**config.mk**
```make
export PLATFORM = sky130hd
export DESIGN_NAME = pc_unit
export DESIGN_NICKNAME = d
export VERILOG_FILES = /design/src/rtl/pc_unit.sv
export SDC_FILE = /design/constraint.sdc
export NUM_CORES = 1
export LEC_CHECK = 0
export ABC_CLOCK_PERIOD_IN_PS = 3000
export CAP_MARGIN = 20
export CORE_UTILIZATION = 40
export DETAILED_ROUTE_END_ITERATION = 16
export SLEW_MARGIN = 20
export SYNTH_ARGS = -nofsm -noshare
export SYNTH_HDL_FRONTEND = slang
export SYNTH_SLANG_ARGS = --single-unit
```
**constraint.sdc**
```tcl
create_clock -name clk -period 3 [get_ports clk]
set_input_delay 0.9 -clock clk [delete_from_list [all_inputs] [get_ports clk]]
set_output_delay 0.9 -clock clk [all_outputs]
set_load 0.01 [all_outputs]
```
**src/rtl/pc_unit.sv**
```systemverilog
// Program counter with sequential advance, absolute load, PC-relative
// branch, stall, and a circular return-address stack for call/return.
// Operation priority when enabled: ret > call > load > branch > step.
module pc_unit #(
   parameter int               WIDTH     = 32,
   parameter logic [WIDTH-1:0] RESET_PC  = '0,
   parameter int               STEP      = 4,
   parameter int               RAS_DEPTH = 4
) (
   input  logic                               clk,
   input  logic                               rst_n,
   input  logic                               en,
   input  logic                               l,
   input  logic [WIDTH-1:0]                   r,
   input  logic                               br,
   input  logic [WIDTH-1:0]                   off,
   input  logic                               call,
   input  logic                               ret,
   output logic [WIDTH-1:0]                   q,
   output logic [$clog2(RAS_DEPTH+1)-1:0]     ras_cnt,
   output logic                               ras_full,
   output logic                               ras_empty,
   output logic                               err
);

   localparam int CW = $clog2(RAS_DEPTH + 1);
   localparam int PW = (RAS_DEPTH > 1) ? $clog2(RAS_DEPTH) : 1;

   localparam logic [WIDTH-1:0] STEP_W   = WIDTH'(STEP);
   localparam logic [CW-1:0]    DEPTH_C  = CW'(RAS_DEPTH);
   localparam logic [PW-1:0]    PTR_LAST = PW'(RAS_DEPTH - 1);

   typedef enum logic [2:0] {
      OP_HOLD,
      OP_RET,
      OP_CALL,
      OP_LOAD,
      OP_BRANCH,
      OP_STEP
   } op_t;

   op_t              op;
   logic [WIDTH-1:0] q_nxt;
   logic [WIDTH-1:0] q_inc;
   logic [PW-1:0]    ptr;
   logic [PW-1:0]    ptr_nxt;
   logic [PW-1:0]    ptr_inc;
   logic [PW-1:0]    ptr_dec;
   logic [CW-1:0]    cnt_nxt;
   logic             err_nxt;
   logic             push;
   logic [WIDTH-1:0] stack [RAS_DEPTH];

   assign q_inc     = q + STEP_W;
   assign ras_full  = (ras_cnt == DEPTH_C);
   assign ras_empty = (ras_cnt == '0);

   // Pointer neighbours, wrapping modulo RAS_DEPTH (depth need not be a power of two)
   always_comb begin
      ptr_inc = (ptr == PTR_LAST) ? '0 : ptr + PW'(1);
      ptr_dec = (ptr == '0) ? PTR_LAST : ptr - PW'(1);
   end

   // Priority decode of the requested operation; a stall overrides everything
   always_comb begin
      op = OP_HOLD;
      if (en) begin
         if (ret)       op = OP_RET;
         else if (call) op = OP_CALL;
         else if (l)    op = OP_LOAD;
         else if (br)   op = OP_BRANCH;
         else           op = OP_STEP;
      end
   end

   // Next-state computation for PC, stack pointer, occupancy and sticky error
   always_comb begin
      q_nxt   = q;
      ptr_nxt = ptr;
      cnt_nxt = ras_cnt;
      err_nxt = err;
      push    = 1'b0;
      case (op)
         OP_RET: begin
            if (!ras_empty) begin
               q_nxt   = stack[ptr];
               ptr_nxt = ptr_dec;
               cnt_nxt = ras_cnt - CW'(1);
            end else begin
               // underflow: behave like a plain step and flag it
               q_nxt   = q_inc;
               err_nxt = 1'b1;
            end
            // a simultaneous call is dropped, which is itself an error
            if (call) err_nxt = 1'b1;
         end
         OP_CALL: begin
            push    = 1'b1;
            q_nxt   = r;
            ptr_nxt = ptr_inc;
            // when full, the push lands on the oldest entry and count saturates
            if (ras_full) err_nxt = 1'b1;
            else          cnt_nxt = ras_cnt + CW'(1);
         end
         OP_LOAD:   q_nxt = r;
         OP_BRANCH: q_nxt = q + off;
         OP_STEP:   q_nxt = q_inc;
         default:   q_nxt = q;
      endcase
   end

   // Control registers, asynchronously returned to their reset values
   always_ff @(posedge clk or negedge rst_n) begin
      if (!rst_n) begin
         q       <= RESET_PC;
         ptr     <= '0;
         ras_cnt <= '0;
         err     <= 1'b0;
      end else begin
         q       <= q_nxt;
         ptr     <= ptr_nxt;
         ras_cnt <= cnt_nxt;
         err     <= err_nxt;
      end
   end

   // Stack storage; contents are never read while empty, so no reset is needed
   always_ff @(posedge clk) begin
      if (push) stack[ptr_inc] <= q_inc;
   end

endmodule
```
==> results of run 1 <==
==> worst max-delay path: stages (launching register included) <==
cell	delay, ns
sky130_fd_sc_hd__dfrtp_1	0.44
sky130_fd_sc_hd__or3_4	0.44
sky130_fd_sc_hd__inv_1	0.14
sky130_fd_sc_hd__clkdlybuf4s50_1	0.56
==> cell usage after synthesis (4+ instances only) <==
master / count / area, um2
sky130_fd_sc_hd__nand2_1: 60 / 225.2
sky130_fd_sc_hd__o211ai_1: 34 / 255.2
sky130_fd_sc_hd__dfrtp_1: 38 / 950.9
sky130_fd_sc_hd__a222oi_1: 29 / 290.3
sky130_fd_sc_hd__a31oi_1: 4 / 25.02
sky130_fd_sc_hd__inv_1: 12 / 45.04
sky130_fd_sc_hd__a21oi_1: 31 / 155.2
sky130_fd_sc_hd__edfxtp_1: 128 / 3844
sky130_fd_sc_hd__mux4_2: 32 / 720.7
sky130_fd_sc_hd__buf_1: 7 / 26.28
sky130_fd_sc_hd__xor2_1: 23 / 201.4
sky130_fd_sc_hd__a21o_1: 18 / 135.1
sky130_fd_sc_hd__nor2_1: 32 / 120.1
sky130_fd_sc_hd__clkbuf_1: 24 / 90.09
sky130_fd_sc_hd__buf_2: 5 / 25.02
sky130_fd_sc_hd__ha_1: 38 / 475.5
sky130_fd_sc_hd__xnor2_1: 34 / 297.8
sky130_fd_sc_hd__nor2b_1: 4 / 25.02
sky130_fd_sc_hd__nand4_1: 11 / 68.82
sky130_fd_sc_hd__and3_1: 17 / 106.4
sky130_fd_sc_hd__nor3_1: 7 / 35.03
sky130_fd_sc_hd__nand3_1: 18 / 90.09
sky130_fd_sc_hd__o21ai_0: 27 / 135.1
==> final cells by class <==
cell class / count / share of cell area [%]
clock inverter: 11 / 1.256
sequential: 166 / 39.78
inverter: 12 / 0.3736
tap: 280 / 2.906
multi-input combinational: 475 / 34.31
timing repair buffer: 235 / 17.72
clock buffer: 21 / 3.653
==> per-stage QoR <==
stage,instance area (um2),hold WS (ns)
3_5_place_dp,11160,0.4666
2_1_floorplan,8921,0.5122
3_3_place_gp,11160,0.4554
6_report,12060,0.4786
4_1_cts,11860,0.4821
5_1_grt,12060,0.5026
==> worst paths after layout <==
path / from / to / slack [ns] / cells past startpoint
max: ras_cnt[2] / ras_empty / 0.09 / 3
min: err / err / 0.48 / 1
max reg2reg: q[2] / q[31] / 0.13 / 9
min reg2reg: err / err / 0.48 / 1
max in group asynchronous: rst_n / q[23] / 1.90 / 2
min in group asynchronous: rst_n / q[1] / 0.49 / 1
==> per-layer routing <==
metal | global-route usage [%] | part of all wire, %
met2 | 38.31 | 49
met5 | 0 | 0
met1 | 31.27 | 44
met3 | 3.223 | 5.8
met4 | 7.600 | 1.2
==> report_power, final <==
group | internal [mW] | switching [mW] | total [mW]
logic | 2.67 | 2.42 | 5.09
registers | 3.02 | 0.539 | 3.56
clock network | 1.31 | 0.915 | 2.23
==> flip-flops by register name, indices dropped and copies added (netlist names) <==
register  cells
q            32
stack       128
err           1
ras_cnt       3
ptr           2
==> cells by family after synthesis <==
family | count (synthesis) | share of synthesized area, %
AOI/OAI and AO/OA | 175 | 14.79
xor gates and xnor gates | 57 | 5.600
adders and majority gates | 40 | 5.783
and+or+nand+nor | 167 | 9.053
buffers and inverters | 52 | 2.442
DFF | 166 | 53.78
muxes | 36 | 8.547
==> timing repair <==
action / CTS / global route
setup buffers: 8 / 1
resized for setup: 9 / 33
setup endpoints to repair: 10 / 13
pin swaps: 18 / 23
==> metrics, run 1 <==
run status completed; TritonCTS buffer count 17; Port Buf Inserts 108; Seq cells post-synth 166; Filler Cell Count 1826; vias after detailed routing 6899; unrepaired setup endpoints after global routing true; Slew Limit Fails 0; number of primary I/O pins 109; register cell area after layout 4796 um2; Total Power Consumption 10.88 mW; number of setup violations in the final report 0; Initial Util 40.85%; Core Footprint 21820 um2; number of enable flip-flop cells after synthesis 128; share of the cycle needed by the critical path after routing 96.96%; layout cell share with drive strength beyond 1 25.43%; least setup slack across all paths after layout 0.09125 ns; most common library cell in the layout ignoring fill and taps sky130_fd_sc_hd__edfxtp_1; FP Rows 54; Tmin final 2.909 ns; Syn Inst Count 693; endpoints failing hold 0; maximum number of pins on one net before global-route repair 30; f_max 343.8 MHz; area taken by multi-input logic gates 4136 um2; worst vdd rail ir drop 0.4938 mV; worst setup path class flip-flop to output port; type of the worst min-delay path flip-flop to flip-flop; required time at the endpoint of the critical path 2.10 ns; final core area utilization 55.24%; total overflow reported by the global router 0; vias per std cell 5.749; post-synth design cell area 8915 um2; leakage power 4.566 nW; final net count 1018; Syn. warnings 0; insertion delay of the later-clocked pin in the worst-skew pair 0.44 ns; number of routed nets with antenna violations 0; clock-pin transition on the worst setup and hold timing paths 0.06 ns; wire length of the first global-routing pass 38940 um; Routed WL 25640 um; number of non-filler instances in the completed layout 1200; max-capacitance violation count 0; number of levels the H-tree was split into 4; Placed Cells 1159; maximum number of buffers from clock root to sink 2; async set or reset register ratio after synthesis 22.89%; number of distinct library cell variants in the gate-level netlist after synthesis 61; highest-count cells in the layout ignoring fill and taps sky130_fd_sc_hd__edfxtp_1, sky130_fd_sc_hd__buf_4, sky130_fd_sc_hd__clkdlybuf4s50_1; Worst Max-Slew Pin Slew 0.8499 ns; Mean Syn Cell Area 12.86 um2; startpoint type of the worst setup path flip-flop; Post-Route Skew 0.01107 ns; Worst Setup Slack post-DPL -0.6282 ns; detail-routed net length per standard cell 21.37 um; worst-case headroom to the max-slew limit 43.16%; placed wire-length estimate after detailed placement 18050 um; Die Height 151.3 um; antenna violations before repair 0; Net Count, Synth 804; Iter 0 DRT Violations 616; area growth from synthesis to layout 35.23%; CTS tree yes; kind of end point of the critical path output port; Die Outline Area 22890 um2; critical path data arrival time 2.01 ns; register area share after synthesis 53.78%; # clock sinks 166; first-pass iteration count of the detailed router 8; number of antenna cells inserted 0; Primary FF master, synth sky130_fd_sc_hd__edfxtp_1; Power Density 902.8 nW/um2; horizontal extent of the die 151.3 um; CP Max Fanout 6; DRC viols 0; via count of the first global-routing pass 7024; total global routing track utilization 23.16%; Clock Tree Root sky130_fd_sc_hd__clkbuf_16; GPL Wtd Cong 0.8865; total of hold buffers inserted after clock tree synthesis 0; post-route setup TNS 0 ns
No activity file was read; power rests on OpenSTA's default activity.
==> inputs of run 2 (changes only) <==
CAP_MARGIN = not set   (was 20)
CORE_MARGIN = 2   (was not set)
CTS_CLUSTER_SIZE = 24   (was not set)
==> metrics, run 2 (same netlist as run 1, synthesis figures left out) <==
register bank with the most flops stack; type of the worst min-delay path primary input to async pin; run status completed; FP Rows 54; max-capacitance violation count 0; required time at the endpoint of the critical path 3.28 ns; Total Power Consumption 10.69 mW; leading registers by flop count stack x128, q x32, ras_cnt x3; vias after detailed routing 6830; Tmin final 2.943 ns; number of antenna cells inserted 0; number of routed nets with antenna violations 0; worst setup path class primary input to flip-flop; CP Max Fanout 4; leakage power 4.562 nW; maximum number of pins on one net before global-route repair 29; first-pass iteration count of the detailed router 5; post-route setup TNS 0 ns; clock-pin transition on the worst setup and hold timing paths 0.07 ns; kind of end point of the critical path flip-flop; worst vdd rail ir drop 0.4494 mV; insertion delay of the later-clocked pin in the worst-skew pair 0.43 ns; depth of the most critical reg-to-reg path 10; Port Buf Inserts 108; Iter 0 DRT Violations 620; met2 capacity usage during global routing 36.76%; maximum number of buffers from clock root to sink 2; number of setup violations in the final report 0; via count of the first global-routing pass 7095; most common library cell in the layout ignoring fill and taps sky130_fd_sc_hd__edfxtp_1; detail-routed net length per standard cell 21.53 um; highest-count cells in the layout ignoring fill and taps sky130_fd_sc_hd__edfxtp_1, sky130_fd_sc_hd__buf_4, sky130_fd_sc_hd__clkdlybuf4s50_1; horizontal extent of the die 153.3 um; vias per std cell 5.706; Post-Route Skew 0.01113 ns; placed wire-length estimate after detailed placement 18430 um; total overflow reported by the global router 0; # clock sinks 166; CTS tree yes; Bufs and invs on worst path 3; area growth from synthesis to layout 34.86%; number of levels the H-tree was split into 4; worst-case headroom to the max-slew limit 63.38%; TritonCTS buffer count 17; Routed WL 25770 um; Die Height 153.3 um; Die Outline Area 23500 um2; critical-path cell list clkdlybuf4s50_1, ha_1, a21oi_4, o21ai_1, a221oi_2, buf_4, o31ai_4, a31oi_4, buf_6, xor2_1, o211ai_1; GPL Wtd Cong 0.9233; startpoint type of the worst setup path primary input; critical path data arrival time 3.23 ns; Worst Max-Slew Pin Slew 0.5488 ns; antenna violations before repair 0; slowest cell on the critical path sky130_fd_sc_hd__clkdlybuf4s50_1; met1 Track Usage GR 30.36%; Power Density 888.9 nW/um2; Filler Cell Count 1844; Initial Util 40.85%; wire length of the first global-routing pass 40140 um; Slew Limit Fails 0; cell class contributing the biggest share of worst-path delay compound AO/OA/AOI/OAI gates; total global routing track utilization 22.21%; final hold slack 0.4340 ns; number of primary I/O pins 109; number of flip-flops under the largest register name 128; final net count 1015; share of the cycle needed by the critical path after routing 98.08%; Clock Tree Root sky130_fd_sc_hd__clkbuf_16; layer carrying the most global-route usage met2; Slowest Stage Delay on Critical Path 0.46 ns; Core Footprint 21820 um2; global-route met3 utilization 4.026%; endpoints failing hold 0; DRC viols 0; layout cell share with drive strength beyond 1 25.74%; f_max 339.8 MHz; number of cells on the critical path 11
run 2: where the power goes:
group | switching, mW | total [mW] | internal (mW)
sequential | 0.522 | 3.54 | 3.02
clock | 0.950 | 2.04 | 1.09
combinational | 2.45 | 5.10 | 2.65
run 2: area by class of cell:
cell class,instances,area [um2],share of cell area (%)
timing repair buffer,232,2107,17.53
multi-input combinational,475,4179,34.76
tap,280,350.3,2.914
clock inverter,13,102.6,0.8534
sequential,166,4796,39.89
clock buffer,19,442.9,3.684
inverter,12,45.04,0.3746
run 2: worst paths after layout:
path / startpoint / to / slack [ns]
setup / recovery: off[13] / q[23] / 0.06
hold / removal: rst_n / ras_cnt[1] / 0.43
setup reg to reg: q[3] / q[24] / 0.15
hold reg to reg: err / err / 0.48
max in group asynchronous: rst_n / q[23] / 2.04
min in group clk: err / err / 0.48
run 2: metrics by stage:
stage / setup WS (ns) / utilization [%] / cells / area [um2]
6_report: 0.05748 / 55.09 / 1197 / 12020
2_1_floorplan: 0.01885 / - / 693 / 8921
3_3_place_gp: -0.5720 / 51.07 / 1159 / 11140
4_1_cts: 0.005570 / 54.11 / 1196 / 11810
3_5_place_dp: -0.6505 / 51.07 / 1159 / 11140
5_1_grt: -0.01680 / 55.09 / 1197 / 12020
run 2: what timing repair did:
| item | CTS | global route |
|---|---|---|
| setup buffers | 5 | 1 |
| cloned | 0 | 0 |
| setup endpoints to repair | 10 | 13 |
| gates resized for setup | 13 | 37 |
| pin swaps | 14 | 18 |
| hold buffers | 0 | 0 |
run 2: layer usage:
metal / part of all wire, % / vias to the layer above
li1: - / 3157
met1: 43 / 3401
met2: 49 / 245
met3: 6.0 / 27
met5: 0 / -
met4: 1.6 / 0
